`src/rtl/timer_pkg.sv`:
```
// Shared definitions for the timer_irq peripheral: register-select codes,
// control-register bit positions and the FSM state encoding.
package timer_pkg;

    // Register select codes for the configuration write port.
    localparam logic [1:0] SEL_RELOAD   = 2'd0;
    localparam logic [1:0] SEL_PRESC_LO = 2'd1;
    localparam logic [1:0] SEL_PRESC_HI = 2'd2;
    localparam logic [1:0] SEL_CTRL     = 2'd3;

    // Control register bit positions.
    localparam int CTRL_EN  = 0;
    localparam int CTRL_PER = 1;

    // Timer state: IDLE holds the counter, RUN counts.
    typedef enum logic {
        ST_IDLE = 1'b0,
        ST_RUN  = 1'b1
    } state_t;

endpackage : timer_pkg

```
`src/rtl/timer_prescaler.sv`:
```
// Prescaler for timer_irq: a PRESC_W-bit cycle counter that emits a one-cycle
// tick whenever the count has reached the programmed compare value.
module timer_prescaler #(
    parameter int PRESC_W = 16
) (
    input  logic               clk,
    input  logic               reset,
    input  logic               run,
    input  logic               clear,
    input  logic [PRESC_W-1:0] presc,
    output logic               tick
);

    logic [PRESC_W-1:0] r_pcnt;

    // The >= compare means that lowering presc below the current count
    // produces a tick on the next cycle instead of letting the count wrap.
    assign tick = run && (r_pcnt >= presc);

    // Count while running; restart from zero on a tick or an explicit clear.
    always_ff @(posedge clk or posedge reset) begin
        // NOTE: state registers use non-blocking assignments so every flop
        // samples the pre-edge values of the others, matching the hardware.
        if (reset) begin
            r_pcnt <= '0;
        end else if (clear) begin
            r_pcnt <= '0;
        end else if (run) begin
            if (tick) begin
                r_pcnt <= '0;
            end else begin
                r_pcnt <= r_pcnt + PRESC_W'(1);
            end
        end
    end

endmodule : timer_prescaler

```
`src/rtl/timer_irq.sv`:
```
// timer_irq: programmable down-counting timer that drives the datapath's
// i_timer interrupt request. Software writes reload, a two-half prescaler and
// a control register (EN, PER). Expiry raises a sticky level request that is
// cleared by irq_ack. One-shot and periodic modes are supported.
//
// Optional build macro TIMER_OVERRUN_EN adds the sticky 'overrun' output,
// set when an expiry hits an un-acknowledged request and cleared by any
// control-register write.
module timer_irq
    import timer_pkg::*;
#(
    parameter int                 DATA_W        = 8,
    parameter int                 PRESC_W       = 16,
    parameter logic [PRESC_W-1:0] DEFAULT_PRESC = '0
) (
    input  logic              clk,
    input  logic              reset,
    input  logic              we_cfg,
    input  logic [1:0]        cfg_sel,
    input  logic [DATA_W-1:0] wdata,
    input  logic              irq_ack,
    output logic              i_timer,
    output logic [DATA_W-1:0] count,
    output logic              running
`ifdef TIMER_OVERRUN_EN
    ,
    output logic              overrun
`endif
);

    // Configuration registers. The EN bit of the control register is not
    // stored separately: it is exactly the RUN state, so clearing it on a
    // one-shot expiry is the RUN -> IDLE transition itself.
    logic [DATA_W-1:0]  r_reload;
    logic [PRESC_W-1:0] r_presc;
    logic               r_per;

    // Timer state.
    state_t             r_state;
    state_t             w_state_nxt;
    logic [DATA_W-1:0]  r_count;
    logic [DATA_W-1:0]  w_count_nxt;
    logic               r_irq;
    logic               w_irq_nxt;

    // Decoded events.
    logic               w_ctrl_wr;
    logic               w_start;
    logic               w_tick;
    logic               w_expire;
    logic               w_presc_run;

    assign w_ctrl_wr = we_cfg && (cfg_sel == SEL_CTRL);
    assign w_start   = w_ctrl_wr && wdata[CTRL_EN];

    // A control write owns the cycle: the prescaler neither advances nor
    // ticks, so a stop holds pcnt and a tick in that cycle is discarded.
    assign w_presc_run = (r_state == ST_RUN) && !w_ctrl_wr;

    timer_prescaler #(
        .PRESC_W (PRESC_W)
    ) u_prescaler (
        .clk   (clk),
        .reset (reset),
        .run   (w_presc_run),
        .clear (w_start),
        .presc (r_presc),
        .tick  (w_tick)
    );

    // Software-visible configuration registers; reload and prescaler writes
    // only change what the next load or compare uses.
    always_ff @(posedge clk or posedge reset) begin
        if (reset) begin
            r_reload <= '0;
            r_presc  <= DEFAULT_PRESC;
            r_per    <= 1'b0;
        end else if (we_cfg) begin
            case (cfg_sel)
                SEL_RELOAD:   r_reload <= wdata;
                SEL_PRESC_LO: r_presc[DATA_W-1:0] <= wdata;
                SEL_PRESC_HI: r_presc[PRESC_W-1:DATA_W] <= wdata[PRESC_W-DATA_W-1:0];
                default:      r_per <= wdata[CTRL_PER];
            endcase
        end
    end

    // Next-state, next-count and expiry decode for the IDLE/RUN machine.
    always_comb begin
        // NOTE: every signal driven here gets a default first so that no
        // path leaves it unassigned, which would otherwise infer a latch.
        w_state_nxt = r_state;
        w_count_nxt = r_count;
        w_expire    = 1'b0;

        case (r_state)
            ST_IDLE: begin
                if (w_start) begin
                    w_state_nxt = ST_RUN;
                    w_count_nxt = r_reload;
                end
            end

            ST_RUN: begin
                if (w_ctrl_wr) begin
                    if (wdata[CTRL_EN]) begin
                        w_count_nxt = r_reload;
                    end else begin
                        w_state_nxt = ST_IDLE;
                    end
                end else if (w_tick) begin
                    if (r_count != '0) begin
                        w_count_nxt = r_count - DATA_W'(1);
                    end else begin
                        w_expire = 1'b1;
                        if (r_per) begin
                            w_count_nxt = r_reload;
                        end else begin
                            w_state_nxt = ST_IDLE;
                        end
                    end
                end
            end

            default: begin
                w_state_nxt = ST_IDLE;
            end
        endcase

        // Pending request: a new expiry beats an acknowledge in the same cycle.
        w_irq_nxt = w_expire || (r_irq && !irq_ack);
    end

    // State, counter and pending-request registers.
    always_ff @(posedge clk or posedge reset) begin
        if (reset) begin
            r_state <= ST_IDLE;
            r_count <= '0;
            r_irq   <= 1'b0;
        end else begin
            r_state <= w_state_nxt;
            r_count <= w_count_nxt;
            r_irq   <= w_irq_nxt;
        end
    end

`ifdef TIMER_OVERRUN_EN
    logic r_overrun;

    // Flag an expiry that lands on a request software has not yet taken.
    always_ff @(posedge clk or posedge reset) begin
        if (reset) begin
            r_overrun <= 1'b0;
        end else if (w_ctrl_wr) begin
            r_overrun <= 1'b0;
        end else if (w_expire && r_irq && !irq_ack) begin
            r_overrun <= 1'b1;
        end
    end

    assign overrun = r_overrun;
`endif

    assign i_timer = r_irq;
    assign count   = r_count;
    assign running = (r_state == ST_RUN);

endmodule : timer_irq

```
`config.mk`:
```
export PLATFORM = sky130hd
export DESIGN_NAME = timer_irq
export DESIGN_NICKNAME = d
export VERILOG_FILES = /design/src/rtl/timer_pkg.sv /design/src/rtl/timer_prescaler.sv /design/src/rtl/timer_irq.sv
export SDC_FILE = /design/constraint.sdc
export NUM_CORES = 1
export LEC_CHECK = 0
export ABC_AREA = 1
export CORE_ASPECT_RATIO = 1.5
export CORE_MARGIN = 4
export CORE_UTILIZATION = 39
export DETAILED_ROUTE_END_ITERATION = 16
export RECOVER_POWER = 50
export REMOVE_ABC_BUFFERS = 1
export SETUP_SLACK_MARGIN = 0.2
export SLEW_MARGIN = 20
export SYNTH_ARGS = -nofsm -noshare
export SYNTH_HDL_FRONTEND = slang
export SYNTH_SLANG_ARGS = --single-unit
```
`constraint.sdc`:
```
create_clock -name clk -period 3.8 [get_ports clk]
set_clock_uncertainty 0.15 [all_clocks]
set_input_delay 0.57 -clock clk [delete_from_list [all_inputs] [get_ports clk]]
set_output_delay 0.57 -clock clk [all_outputs]
set_load 0.005 [all_outputs]
```
==> reports/metrics.csv, run 1 <==
metric,value,unit
status,"complete, no violations",
synthArstFlopShare,100,%
required,3.91,ns
synth_top_cell_area_share,43.2,%
routed.top_layer,met4,
grt_max_degree,31,
clock-root-buffer,clkbuf_8,
hold_ws,0.341,ns
finalSetupViolations,0,
nets,438,
finalWirelength,6520,microns
htreeDepth,2,
viasPerCell,4.78,
post-route-period-util,64.3,%
cts_buffers,5,
rrSetupSlack,1.35,ns
num_rows,38,
met3_length,136,microns
synthCells,379,
rsz0062_at_grt,false,
cpMaxStageDelayCell,nand3_2,
antenna_found_initial,0,
ant_nets,0,
synth-simple-area-share,26.6,%
core_area,7320,sq um
cts_tree,done,
synth_area_per_cell,7.79,sq um
p_leak,0.00161,uW
synth_ff_type,dfrtp_1,
irDropWorstVdd,0.316,mV
synth_mux_area_share,0,%
grt-ovfl-total,0,
grt_pass1_wl,11300,microns
clk_pin_slew,0.09,ns
final_cells,505,
antenna-diode-count,0,
initial_utilization,40.3,%
synth_fa_ha_area_share,8.05,%
path_common_cell,nand2_1,
cts_resized,0,
yosysWarningCount,0,
whs_path_depth,2,
wl_met2,3400,microns
r2r_end,count[1],
min_from,r_presc[12],
die_h,115,microns
r2r_cells,12,
fillerInstances,751,
fin_setup_tns,0,ns
synth_cell_types,29,
wl_met1,2740,microns
drcViolationCount,0,
clock-sinks,51,
die_area,9060,sq um
io_buffers,23,
synth_top_family_by_area,simple AND/OR/NAND/NOR gates,
synth-compound-area-share,11.3,%
synth_top_cell_by_area,dfrtp_1,
crit_path_end_kind,flop,
drive_above_1_share,5.68,%
cp.arrival,2.55,ns
die_x,79.1,microns
cp_max_fo,23,
io_pins,24,
hold_viol,0,
synth.most_common_cell,nand2_1,
wire_per_inst,12.9,microns
timing.rr.start,u_prescaler.r_pcnt[3],
fmax,0.409,GHz
start_kind,flop,
first_pass_iters,4,
clk_path_buf_depth,2,
holdPathEnd,r_presc[12],
first_global_vias,2437,
hold_buffers,0,
place_inst,498,
synth_edf_count,0,
holdCritPathClass,flop to flop,
syn-cell-area,2950,sq um
setup.worst_path.class,flop to flop,
netlist_top_cells_count,"nand2_1 (113), dfrtp_1 (51), inv_1 (50)",
gp_congestion,0.808,
first_iter_violations,101,
ys_ff_latch,51,
timing.max_cap.violations,0,
yosysSeqAreaShare,43.2,%
power.density,544,nW/um^2
postCtsSetupRepairBufs,0,
grt_usage,16.1,%
slew_headroom,23.0,%
synth_area_leaders,"dfrtp_1 (43%), nand2_1 (14%), ha_1 (8.0%), inv_1 (6.4%), o21ai_0 (6.1%)",
place_hpwl,5120,microns
clock_latency,0.31,ns
tightest_slew,1.15,ns
cp_slowest_stage_delay,0.45,ns
area_delta_synth_final,14.4,%
vias,2416,
synthXorXnorAreaFrac,2.96,%
crit_path_cell_trace,ha_1 -> nand2_1 -> nor2_1 -> nor2_1 -> nand2_1 -> nand2_1 -> nand2_1 -> nand2_1 -> nand3_2 -> nand2_4 -> nand2_1 -> nand2_1,
slew_viol_final,0,
fin_crit,2.45,ns
state kept, by name, indices dropped and copies added (netlist names):
name	flops
running	1
r_presc	16
u_prescaler.r_pcnt	16
r_per	1
r_reload	8
i_timer	1
count	8
cell usage in the layout, fill, tap and decap left out, types with 2 or more instances in the layout:
cell type	instances
a21oi_1	10
clkbuf_8	6
clkdlybuf4s50_1	21
dfrtp_1	51
dlygate4sd3_1	2
ha_1	19
inv_1	50
inv_2	4
nand2_1	113
nand2_2	2
nand3_1	18
nand4_1	4
nor2_1	28
nor2_4	3
o21ai_0	36
o21ai_1	9
o22ai_1	6
xnor2_1	5
xor2_1	5
power by group:
part / total, uW / internal, uW / switching, uW
logic: 749 / 309 / 440
registers: 770 / 657 / 114
clock network: 318 / 143 / 175
how the worst max path moves through the flow:
stage | start | end | slack (ns)
after detailed placement | we_cfg | count[1] | 1.28
final | u_prescaler.r_pcnt[3] | count[1] | 1.35
after floorplan | reset | count[0] | 1.85
after global placement | cfg_sel[0] | count[6] | 1.33
after global routing | u_prescaler.r_pcnt[0] | count[1] | 1.13
after CTS | u_prescaler.r_pcnt[3] | count[1] | 1.35
layout make-up:
type / count / area, sq um / area share [%]
inverters: 55 / 211 / 6.26
clock buffers: 6 / 82.6 / 2.44
multi-input cells: 268 / 1440 / 42.6
repair buffers: 24 / 238 / 7.04
flip-flops and latches: 51 / 1280 / 37.8
well taps: 100 / 125 / 3.70
clock inverters: 1 / 5.00 / 0.148
worst max-delay path: cells and delay by family (launching register included):
kind | cells | cell delay (ns)
fa+ha+maj | 1 | 0.31
simple gates | 11 | 1.50
flops | 1 | 0.44
through the flow:
stage	total power, uW	setup WS (ns)	cell area [sq um]	util (%)
after floorplan	1280	1.85	2930	-
after global placement	1520	1.33	3300	45.0
after detailed placement	1540	1.28	3300	45.0
after CTS	1860	1.35	3380	46.2
after global routing	2010	1.13	3380	46.1
final	1840	1.35	3380	46.1
layer usage:
metal	global-route usage [%]	vias to the layer above
met1	18.3	1118
met2	28.9	26
met4	7.68	0
met3	2.99	15
met5	0	-
li1	-	1257
logic make-up (layout without fill, tap and decap cells):
logic type / count (synthesis) / after routing
xor gates and xnor gates: 10 / 10
DFF: 51 / 51
and+or+nand+nor: 175 / 175
buffers and inverters: 60 / 86
AOI/OAI and AO/OA: 64 / 64
adders and majority gates: 19 / 19
No activity file was read; power rests on OpenSTA's default activity.
==> run 2: changes to the inputs <==
==> constraint.sdc (replaced) <==
create_clock -name clk -period 2.5 [get_ports clk]
set_clock_uncertainty 0.15 [all_clocks]
set_input_delay 0.375 -clock clk [delete_from_list [all_inputs] [get_ports clk]]
set_output_delay 0.375 -clock clk [all_outputs]
set_load 0.005 [all_outputs]
==> run 2 against run 1 <==
  * Worst hold slack about the same
  * Die area unchanged
  * Count of clock-buffer cells in the layout increased by 2
  * Non-clock buffer count increased by 2
  * Flip-flop and latch count unchanged
  * Critical endpoint is now count[6]
  * First-iteration DRC count increased by 39%
  * Combinational power increased by 59%
  * Via count increased by 3.8%
  * Total power increased by 56%
  * Final cell count increased by 0.79%
  * Wire length increased by 2.8%
==> reports/metrics.csv, run 2 (synthesis gave the netlist of run 1 again) <==
metric,value,unit
fin_crit,2.06,ns
required,2.54,ns
status,"complete, no violations",
crit_path_cell_trace,dlygate4sd3_1 -> nand3_1 -> nor2_4 -> inv_2 -> nand2_8 -> inv_6 -> nor2_8 -> nand2_4 -> nand2_1 -> nand2_1,
grt_max_degree,28,
grt-ovfl-total,0,
htreeDepth,2,
critPathTopFamily,simple AND/OR/NAND/NOR gates,
cpMaxStageDelayCell,dlygate4sd3_1,
io_pins,24,
wire_per_inst,13.2,microns
final_cell_mix,"nand2_1 (112), dfrtp_1 (51), inv_1 (50)",
start_kind,input port,
dpl_worst_slack,0.261,ns
antenna-diode-count,0,
finalWirelength,6700,microns
cp_max_fo,10,
fmax,0.486,GHz
power.switching,1110,uW
p_clk_share,17.9,%
final_cells,509,
rsz0062_at_grt,false,
cts_buffers,5,
antenna_found_initial,0,
combPwrFrac,41.4,%
timing.max_cap.violations,0,
p_leak,0.00164,uW
reg.largest.list,"r_presc (16), u_prescaler.r_pcnt (16)",
clk_path_buf_depth,2,
hold_ws,0.341,ns
io_buffers,23,
worst_slack,0.444,ns
cp_num_buf_inv,3,
hold_viol,0,
area_delta_synth_final,16.6,%
place_inst,500,
cp.arrival,2.10,ns
drcViolationCount,0,
fillerInstances,789,
clock-sinks,51,
irDropWorstVdd,0.489,mV
setup.worst_path.class,input port to flop,
hold_buffers,0,
p_int,1750,uW
gp_congestion,0.807,
viasPerCell,4.93,
place_hpwl,5180,microns
cp_slowest_stage_delay,0.59,ns
clock_latency,0.30,ns
core_area,7320,sq um
clock-root-buffer,clkbuf_8,
multi_input_area,1460,sq um
crit_path_end_kind,flop,
grt_usage,16.1,%
tightest_slew,0.994,ns
finalSetupViolations,0,
first_iter_violations,140,
first_global_vias,2535,
slew_viol_final,0,
first_pass_iters,4,
postCtsSetupRepairBufs,0,
die_area,9060,sq um
nets,441,
post-route-period-util,82.2,%
fin_setup_tns,0,ns
ant_nets,0,
num_rows,38,
slew_headroom,33.7,%
p_sw_share,38.9,%
die_h,115,microns
die_x,79.1,microns
power.density,831,nW/um^2
drive_above_1_share,6.85,%
cts_tree,done,
grt_pass1_wl,11600,microns
vias,2509,
path_common_cell,nand2_1,
final_common_cell,nand2_1,
holdCritPathClass,flop to flop,
seqPwrFrac,40.6,%
clk_pin_slew,0.09,ns
final-seq-area,1280,sq um
initial_utilization,40.3,%
run 2: per-stage QoR:
stage	total power [uW]	util (%)	area (sq um)
after floorplan	1950	-	2930
after global placement	2340	45.4	3320
after detailed placement	2360	45.4	3320
after CTS	2880	46.8	3420
after global routing	3140	47.0	3440
final	2860	47.0	3440
run 2: layer usage:
| layer | part of all wire, % | up-vias | track usage, % |
|---|---|---|---|
| met5 | 0 | - | 0 |
| li1 | - | 1271 | - |
| met3 | 2.9 | 16 | 2.13 |
| met1 | 41 | 1159 | 18.8 |
| met2 | 52 | 63 | 29.0 |
| met4 | 3.7 | 0 | 7.22 |
run 2: repair_timing:
action / 4_1_cts / 5_1_grt
endpoints found under the hold margin: 0 / 0
gates resized for setup: 0 / 4
endpoints found under the setup margin: 0 / 22
run 2: final timing paths:
path,from,endpoint,depth (start not counted),slack (ns)
max,cfg_sel[0],count[6],10,0.44
min,r_presc[9],r_presc[9],2,0.34
max reg2reg,u_prescaler.r_pcnt[3],u_prescaler.r_pcnt[15],11,0.47
min reg2reg,r_presc[9],r_presc[9],2,0.34
max in group asynchronous,reset,r_presc[2],3,0.94
min in group asynchronous,reset,r_presc[5],2,0.59
run 2: final cells by class:
class                           instances  share of cell area [%]
Multi-Input combinational cell        269                    42.5
Clock buffer                            8                    2.91
Sequential cell                        51                    37.1
Timing Repair Buffer                   26                    7.81
Inverter                               55                    6.14
Tap cell                              100                    3.63
run 2: worst min-delay path, cell delays in order (launching register included):
cell and delay, ns:
dfrtp_1 0.35, nand2_1 0.05, o21ai_0 0.05
run 2: power by group through the flow:
stage                     clock network, uW  registers (uW)  logic (uW)
final                                   514            1160        1190
after detailed placement                  0            1180        1180
after floorplan                           0            1140         810
after global routing                    565            1190        1380
after global placement                    0            1180        1160
after CTS                               533            1160        1180
==> run 3: changes to the inputs <==
==> constraint.sdc (replaced) <==
create_clock -name clk -period 1.85 [get_ports clk]
set_clock_uncertainty 0.15 [all_clocks]
set_input_delay 0.2775 -clock clk [delete_from_list [all_inputs] [get_ports clk]]
set_output_delay 0.2775 -clock clk [all_outputs]
set_load 0.005 [all_outputs]
==> run 3 against run 2 <==
  * The run now ends with negative setup slack left
  * Die area is the same
  * Core utilization grew 5.7 points
  * Register-to-register slack lost 0.52 ns
  * Largest cell class unchanged
==> reports/metrics.csv, run 3 (synthesis gave the netlist of run 1 again) <==
metric,value,unit
status,"complete, but fails checks",
violations,negative setup slack,
die_area,9060,sq um
wire_per_inst,12.8,microns
holdCritPathClass,flop to flop,
reg.largest.list,"r_presc (16), u_prescaler.r_pcnt (16)",
setup.worst_path.class,flop to flop,
cts_tree,done,
finalSetupViolations,17,
irDropWorstVdd,0.632,mV
crit_path_end_kind,flop,
post-route-period-util,103,%
finalWirelength,7010,microns
place_inst,535,
dpl_worst_slack,-0.123,ns
fillerInstances,729,
area_delta_synth_final,30.8,%
die_x,79.1,microns
first_global_vias,2639,
p_leak,0.00191,uW
grt-ovfl-total,0,
clock-root-buffer,clkbuf_8,
cp.arrival,1.96,ns
nets,480,
drive_above_1_share,18.3,%
vias,2595,
grt_pass1_wl,11800,microns
slew_headroom,23.3,%
worst_slack,-0.0542,ns
num_rows,38,
clk_pin_slew,0.09,ns
final_cell_area,3860,sq um
drcViolationCount,0,
die_h,115,microns
place_hpwl,5250,microns
first_iter_violations,85,
hold_viol,0,
required,1.90,ns
hold_ws,0.341,ns
final_common_cell,nand2_1,
first_pass_iters,4,
viasPerCell,4.74,
grt_max_degree,52,
rsz0062_at_grt,true,
htreeDepth,2,
final_cell_mix,"nand2_1 (108), dfrtp_1 (51), inv_1 (47)",
antenna_found_initial,0,
grt_usage,16.7,%
gp_congestion,0.852,
fmax,0.525,GHz
clk_path_buf_depth,2,
ant_nets,0,
final_cells,548,
cts_buffers,5,
fin_setup_tns,-0.468,ns
cp_max_fo,8,
start_kind,flop,
antenna-diode-count,0,
slew_viol_final,0,
power.density,1100,nW/um^2
tightest_slew,1.15,ns
io_pins,24,
core_area,7320,sq um
clock-sinks,51,
fin_crit,1.90,ns
timing.max_cap.violations,0,
clock_latency,0.31,ns
initial_utilization,40.3,%
dpl_cell_area,3620,sq um
io_buffers,23,
[run 3: path summary, 6_finish.rpt]
| path | start | to | slack (ns) | depth (start not counted) |
|---|---|---|---|---|
| setup / recovery | u_prescaler.r_pcnt[13] | count[3] | -0.05 | 9 |
| hold / removal | r_presc[11] | r_presc[11] | 0.34 | 2 |
| max in group asynchronous | reset | r_presc[11] | 0.34 | 3 |
| hold reg to reg | r_presc[11] | r_presc[11] | 0.34 | 2 |
| setup reg to reg | u_prescaler.r_pcnt[13] | count[3] | -0.05 | 9 |
| min in group asynchronous | reset | r_reload[7] | 0.50 | 3 |
[run 3: worst max-delay path, stage by stage (launching register included)]
cell,delay (ns)
dfrtp_1,0.42
ha_1,0.33
nand4_1,0.16
a21oi_1,0.25
nor2_4,0.07
nand3_4,0.12
buf_12,0.13
nand2_8,0.07
nand2_1,0.06
nand2_1,0.04
[run 3: layout make-up]
cell class / instances / area [sq um] / area share (%)
clock buffer: 8 / 100 / 2.59
inverter: 55 / 211 / 5.47
multi-input combinational: 268 / 1540 / 39.9
sequential: 51 / 1280 / 33.0
tap: 100 / 125 / 3.24
timing repair buffer: 66 / 609 / 15.8
[run 3: routing by layer]
layer | vias to the layer above | track usage (%) | share of wire (%)
met5 | - | 0 | 0
met4 | 0 | 9.52 | 4.4
met3 | 17 | 2.91 | 2.7
met2 | 43 | 29.9 | 52
met1 | 1193 | 18.2 | 41
li1 | 1342 | - | -
[run 3: power by group]
part | switching, uW | total [uW] | internal, uW
clock | 366 | 708 | 342
sequential | 190 | 1540 | 1350
combinational | 1090 | 2010 | 912
total | 1650 | 4250 | 2600
[run 3: repair_timing]
action,in CTS,in global routing
hold buffers,0,0
setup buffers,3,1
setup endpoints to repair,34,27
resized for setup,22,12
cloned,0,1
pin swaps,5,9
[run 3: stage by stage]
| step | util [%] | power, uW |
|---|---|---|
| finish | 52.8 | 4250 |
| detailed placement | 49.5 | 3400 |
| floorplan | - | 2640 |
| global placement | 49.5 | 3360 |
| CTS | 51.8 | 4170 |
| global route | 52.8 | 4630 |
